[src/rtl/gf180mcu_osu_sc_12t_muxn_pipe.sv]
// gf180mcu_osu_sc_12t_muxn_pipe: N:1 registered channel mux with valid/ready handshake
// and either fixed (Sel) or round-robin channel grant.
module gf180mcu_osu_sc_12t_muxn_pipe #(
    parameter int WIDTH = 8,
    parameter int NCH   = 4,
    parameter int SELW  = 2,
    parameter int RR    = 0
) (
    input  logic                   CLK,
    input  logic                   RN,
    input  logic [NCH*WIDTH-1:0]   A,
    input  logic [NCH-1:0]         AV,
    output logic [NCH-1:0]         AR,
    input  logic [SELW-1:0]        Sel,
    output logic [WIDTH-1:0]       Y,
    output logic                   YV,
    input  logic                   YR,
    output logic [SELW-1:0]        Cur
);
    logic [SELW-1:0]  ptr, g;
    logic             gv, open, acc;
    logic [WIDTH-1:0] d;

    // Round-robin search runs from the highest offset down so the nearest one to ptr wins.
    always_comb begin
        g  = Cur;
        gv = int'(Cur) < NCH;
        if (RR != 0) begin
            g  = '0;
            gv = |AV;
            for (int i = NCH - 1; i >= 0; i--)
                if (AV[(int'(ptr) + i) % NCH]) g = SELW'((int'(ptr) + i) % NCH);
        end
    end

    assign open = !YV || YR;
    assign AR   = (RN && open && gv) ? (NCH'(1) << g) : '0;
    assign acc  = |(AR & AV);

    // Only the granted channel's data is ever muxed toward Y.
    always_comb begin
        d = '0;
        for (int k = 0; k < NCH; k++)
            if (AR[k]) d = A[k*WIDTH +: WIDTH];
    end

    always_ff @(posedge CLK or negedge RN) begin
        if (!RN) begin
            Y   <= '0;
            YV  <= 1'b0;
            Cur <= '0;
            ptr <= '0;
        end else begin
            if (acc) begin
                Y  <= d;
                YV <= 1'b1;
            end else if (YR) begin
                YV <= 1'b0;
            end
            if (RR == 0) begin
                Cur <= Sel;
            end else if (acc) begin
                Cur <= g;
                ptr <= (int'(g) == NCH - 1) ? '0 : g + 1'b1;
            end
        end
    end
endmodule
[config.mk]
export PLATFORM = sky130hd
export DESIGN_NAME = gf180mcu_osu_sc_12t_muxn_pipe
export DESIGN_NICKNAME = d
export VERILOG_FILES = /design/src/rtl/gf180mcu_osu_sc_12t_muxn_pipe.sv
export SDC_FILE = /design/constraint.sdc
export NUM_CORES = 1
export LEC_CHECK = 0
export CELL_PAD_IN_SITES_DETAIL_PLACEMENT = 0
export CELL_PAD_IN_SITES_GLOBAL_PLACEMENT = 2
export CORE_MARGIN = 2
export CORE_UTILIZATION = 18
export CTS_CLUSTER_DIAMETER = 100
export DETAILED_ROUTE_END_ITERATION = 8
export GPL_TIMING_DRIVEN = 0
export PLACE_DENSITY_LB_ADDON = 0.2
export REMOVE_ABC_BUFFERS = 1
export SYNTH_ARGS = -nofsm -noshare
export SYNTH_HDL_FRONTEND = slang
export SYNTH_SLANG_ARGS = --single-unit
[constraint.sdc]
create_clock -name CLK -period 1.8 [get_ports CLK]
set_input_delay 0.36 -clock CLK [delete_from_list [all_inputs] [get_ports CLK]]
set_output_delay 0.36 -clock CLK [all_outputs]
set_load 0.005 [all_outputs]
==> impl_metrics.toml, run 1 <==
[route]
drtAntennaViolNets = 0
wl_um = 1860
vias_per_cell = 4.06
drtIter0Drc = 3
wl_per_cell_um = 12.7
firstDrtPassIters = 4
route.detailed.drc = 0
routed-via-count = 593

[global_route]
grtUsageTotal_pct = 9.09
grt_use_met1_pct = 8.64
grt_use_met3_pct = 4.28
grt.busiest_layer = "met2"
use_met2_pct = 18.5
grt_max_degree = 15
first_global_vias = 626
grt_overflow = 0
grt_pass1_wl_um = 2820
antenna_found_initial = 0

[power_and_ir_drop]
internal-power_mw = 0.752
p_leak_nw = 0.550
peakVddDrop_mv = 0.362
clockPowerShare_pct = 25.4
seqPwrFrac_pct = 36.0
p_switching_mw = 0.215
swShare_pct = 22.2
p_comb_share_pct = 38.6
powerDensity_nw_per_um2 = 709

[layout]
fin_util_pct = 37.3
drive_above_1_share_pct = 32.7
syn2layout_area_growth_pct = 100
nets = 140
antenna_cells = 0

[cts]
tritoncts = "built"
cts_root_buffer = "clkbuf_8"
clock_latency_ns = 0.24
cts_max_level = 1
cts.sinks = 11
cts.clk_slew.worst_paths_ns = 0.05
clockBufferDepth = 2
numCtsBuffers = 3

[logic_synthesis]
synth_mux_area_share_pct = 48.5
ys_top_cells_by_count = "11 x dfrtp_1, 8 x mux2_4, 7 x mux4_2"
synth-seq-cells = 11
synth_edf_count = 0
synth_area_leader_cell = "dfrtp_1"
synth_top_family_by_area = "multiplexers"
synth_area_um2 = 681
yosys.area.top_type_share_pct = 40.4
synthTopCellsByArea = "dfrtp_1 40%, mux4_2 23%, mux2_4 18%, mux4_1 7.7%, nand3_4 2.6%"
synthAdderAreaFrac_pct = 0
synthSimpleGateAreaFrac_pct = 9.19
ys_seq_area_share_pct = 40.4
synthFlopType = "dfrtp_1"
synth_xor_xnor_area_share_pct = 0
synth_most_common_cell = "dfrtp_1"
ys_warn_count = 0
ys_async_sr_fraction_pct = 100
netlist_instances = 38
syn_area_per_cell_um2 = 17.9
synth-compound-area-share_pct = 0
synth_cell_types = 12

[timing]
slew_viol_final = 0
setup_tns_ns = 0
tightest_slew_ns = 0.397
worst_clock_skew_ns = 0.00439
clock.fmax_mhz = 570
setup-violations-final = 0
fin_crit_ns = 1.75
hold_viol = 0
period_share_pct = 97.4
grt_setup_unrepaired = "false"
max-slew-margin-rel_pct = 73.5

[critical_path]
crit_chain = "clkdlybuf4s50_1, or2b_4, nand2_4, nor3b_2, clkdlybuf4s15_2"
worst_path_max_delay_cell = "clkdlybuf4s50_1"
cp_top_family = "buffers and inverters"
path_class = "in -> out"
worstPathArrival_ns = 1.39
critPathBufInv = 2
critPathMaxFanout = 3
end_kind = "output port"
required_ns = 1.44
critPathLaunchType = "input pin"
slowest_delay_ns = 0.45

[floorplan]
die_y_um = 65.5
core_area_um2 = 3660
die_w_um = 65.5
io_pins = 56
rows = 22
start_util_pct = 18.6
die_area_um2 = 4290

[place]
gp_congestion = 0.604
numPortBuffers = 55

[job]
maxCapViolCount = 0

[status]
status = "completed"

[hold_path]
hold_class = "in -> async"
## repair_timing
item / in CTS / in global routing
setup endpoints to repair: 15 / 12
resized for setup: 18 / 4
buffers inserted: 1 / 2
pin swaps: 2 / 1
hold buffers: 0 / 0
## stage by stage
stage / std cells / power, mW / hold slack [ns] / setup WS (ns) / instance area, um^2
floorplan: 36 / 0.487 / 0.0644 / -0.0697 / 668
global placement: 139 / 0.719 / 0.496 / -0.821 / 1280
detailed placement: 139 / 0.722 / 0.498 / -0.826 / 1280
CTS: 144 / 0.985 / 0.149 / 0.00169 / 1360
global route: 146 / 1.03 / 0.158 / 0.0179 / 1360
finish: 146 / 0.966 / 0.132 / 0.0469 / 1360
## layout make-up
class                      count  area [um^2]
multi-input combinational     25          413
clock buffer                   4         45.0
timing repair buffer          58          566
tap                           48         60.1
sequential                    11          280
fill                         364         2300
## cells in the final DEF (no fill, tap or decap), types with 2 or more instances in the layout
| cell type | Yosys | routed |
|---|---|---|
| mux2_4 | 8 | 8 |
| clkbuf_2 | 0 | 2 |
| mux4_2 | 7 | 7 |
| clkbuf_8 | 0 | 3 |
| clkdlybuf4s15_2 | 0 | 2 |
| dfrtp_1 | 11 | 9 |
| clkdlybuf4s50_1 | 0 | 50 |
| nor3b_2 | 0 | 2 |
| buf_4 | 1 | 3 |
| mux4_1 | 2 | 2 |
## layer usage
metal	part of all wire, %	routed length, um
met2	57	1070
met1	35	649
met3	7.6	142
met5	0	0
met4	0	0
## sequential cells by signal, summed over array words and instances, names as in the netlist
register,cells
YV,1
Y,8
Cur,2
## cell families after synthesis
| group | count (synthesis) |
|---|---|
| buffers and inverters | 2 |
| DFF | 11 |
| muxes | 17 |
| and+or+nand+nor | 8 |
## final timing paths
path / from / to / slack, ns / depth (start not counted)
setup reg to reg: Cur[0] / Y[5] / 0.14 / 3
setup / recovery: YR / AR[1] / 0.05 / 5
max in group asynchronous: RN / Cur[0] / 1.34 / 1
hold / removal: RN / Y[7] / 0.13 / 1
hold reg to reg: Y[3] / Y[3] / 0.51 / 1
min in group CLK: Y[3] / Y[3] / 0.51 / 1
## power by group through the flow
stage	Combinational, mW	Sequential, mW	Clock (mW)
floorplan	0.135	0.351	0
global placement	0.363	0.355	0
detailed placement	0.367	0.355	0
CTS	0.373	0.354	0.259
global route	0.402	0.356	0.273
finish	0.373	0.348	0.245
No activity file was read; power rests on OpenSTA's default activity.
==> run 2: changes to the inputs <==
- clock period: 1.8 -> 1.85 ns (I/O delays scaled with it)
==> run 2 against run 1 <==
  * Largest power group unchanged
  * Sequential power fell by 2%
  * Die area unchanged
  * Critical path depth unchanged
  * Clock skew about the same
  * Register-to-register slack got worse by 0.07 ns
  * Via count fell by 0.51%
  * Cell count is 1.4% lower
==> impl_metrics.toml, run 2 (synthesized netlist as in run 1, its figures left out) <==
[status]
status = "completed"

[layout]
syn2layout_area_growth_pct = 99.3
final_area_um2 = 1360
nets = 138
largest_register_ffs = 8
antenna_cells = 0
drive_above_1_share_pct = 28.1
final_common_cell = "clkdlybuf4s50_1"
layout_common_cells = "50 x clkdlybuf4s50_1, 9 x dfrtp_1, 8 x mux2_4"
fin_util_pct = 37.0
regMostFlops = "Y"
reg_top3 = "Y (8), Cur (2), YV (1)"

[hold_path]
hold_class = "in -> async"

[global_route]
grt_overflow = 0
grt.busiest_layer = "met2"
grtUsageTotal_pct = 9.13
grt_use_met3_pct = 4.28
first_global_vias = 627
grt_pass1_wl_um = 2840
use_met2_pct = 18.5
antenna_found_initial = 0
grt_use_met1_pct = 8.75
grt_max_degree = 15

[power_and_ir_drop]
powerDensity_nw_per_um2 = 692
peakVddDrop_mv = 0.346
p_leak_nw = 0.544
fin_total_pwr_mw = 0.939

[timing]
tightest_slew_ns = 0.426
max-slew-margin-rel_pct = 71.6
slew_viol_final = 0
worst_clock_skew_ns = 0.00409
setup-violations-final = 0
clock.fmax_mhz = 550
period_share_pct = 98.2
fin_ws_ns = 0.0332
grt_setup_unrepaired = "false"
fin_crit_ns = 1.82
hold_viol = 0
setup_tns_ns = 0

[critical_path]
required_ns = 1.48
crit_chain = "clkdlybuf4s50_1, or2b_4, nand2_4, nor3b_2, dlygate4sd2_1"
path_class = "in -> out"
slowest_delay_ns = 0.45
end_kind = "output port"
critPathMaxFanout = 3
timing.rr.end = "Y[5]"
worst_path_max_delay_cell = "clkdlybuf4s50_1"
worstPathArrival_ns = 1.45
regToRegStartpoint = "Cur[0]"
reg2reg_slack_ns = 0.07
r2r_cells = 3
critPathLaunchType = "input pin"

[route]
route.detailed.drc = 0
wl_um = 1890
wl_per_cell_um = 13.1
routed-via-count = 590
drtAntennaViolNets = 0
vias_per_cell = 4.10
drtIter0Drc = 5
firstDrtPassIters = 4

[place]
gp_congestion = 0.604
dpl-instance-area_um2 = 1280
place_ws_ns = -0.796
numPortBuffers = 55

[cts]
cts.sinks = 11
cts_max_level = 1
cts_root_buffer = "clkbuf_8"
cts.clk_slew.worst_paths_ns = 0.05
cts_hold_buf = 0
tritoncts = "built"
clockBufferDepth = 2
clock_latency_ns = 0.24
numCtsBuffers = 3

[floorplan]
die_area_um2 = 4290
die_y_um = 65.5
die_w_um = 65.5
rows = 22
core_area_um2 = 3660
io_pins = 56
start_util_pct = 18.6

[job]
maxCapViolCount = 0
[run 2: cell count changes in the layout (fill, tap and decap cells not counted)]
cell	delta
buf_4	-2
clkdlybuf4s15_1	+2
clkdlybuf4s15_2	-1
dlygate4sd2_1	+1
clkbuf_2	-2
[run 2: final cells by class]
class / instances / area (um^2)
tap: 48 / 60.1
fill: 366 / 2300
multi-input combinational: 25 / 413
clock buffer: 4 / 45.0
timing repair buffer: 56 / 558
sequential: 11 / 280
[run 2: routing by layer]
layer	share of wire, %	vias up
met5	0	-
met4	0	0
met3	7.5	0
met2	56	31
met1	36	288
li1	-	271
[run 2: what timing repair did]
action	4_1_cts	5_1_grt
buffers inserted	1	0
pin swaps	2	0
setup endpoints to repair	14	3
gates resized for setup	15	3
[run 2: worst max path at each step]
stage,endpoint,cells after the start,startpoint,slack (ns)
floorplan,Y[0],3,Cur[0],-0.02
global placement,AR[2],4,RN,-0.79
detailed placement,AR[2],4,RN,-0.80
CTS,AR[1],5,YR,0.02
global route,AR[1],5,YR,0.001
finish,AR[1],5,YR,0.03
[run 2: power breakdown]
group / total (mW) / internal [mW] / switching (mW)
combinational: 0.357 / 0.280 / 0.0778
clock: 0.239 / 0.151 / 0.0882
sequential: 0.342 / 0.298 / 0.0437
total: 0.939 / 0.729 / 0.210
[run 2: worst max-delay path, delay by kind of cell]
kind	cells	cell delay (ns)
simple gates	3	0.38
buf+inv	2	0.70
[run 2: metrics by stage]
stage	cells	hold slack, ns
floorplan	36	0.0744
global placement	139	0.496
detailed placement	139	0.498
CTS	144	0.150
global route	144	0.175
finish	144	0.156
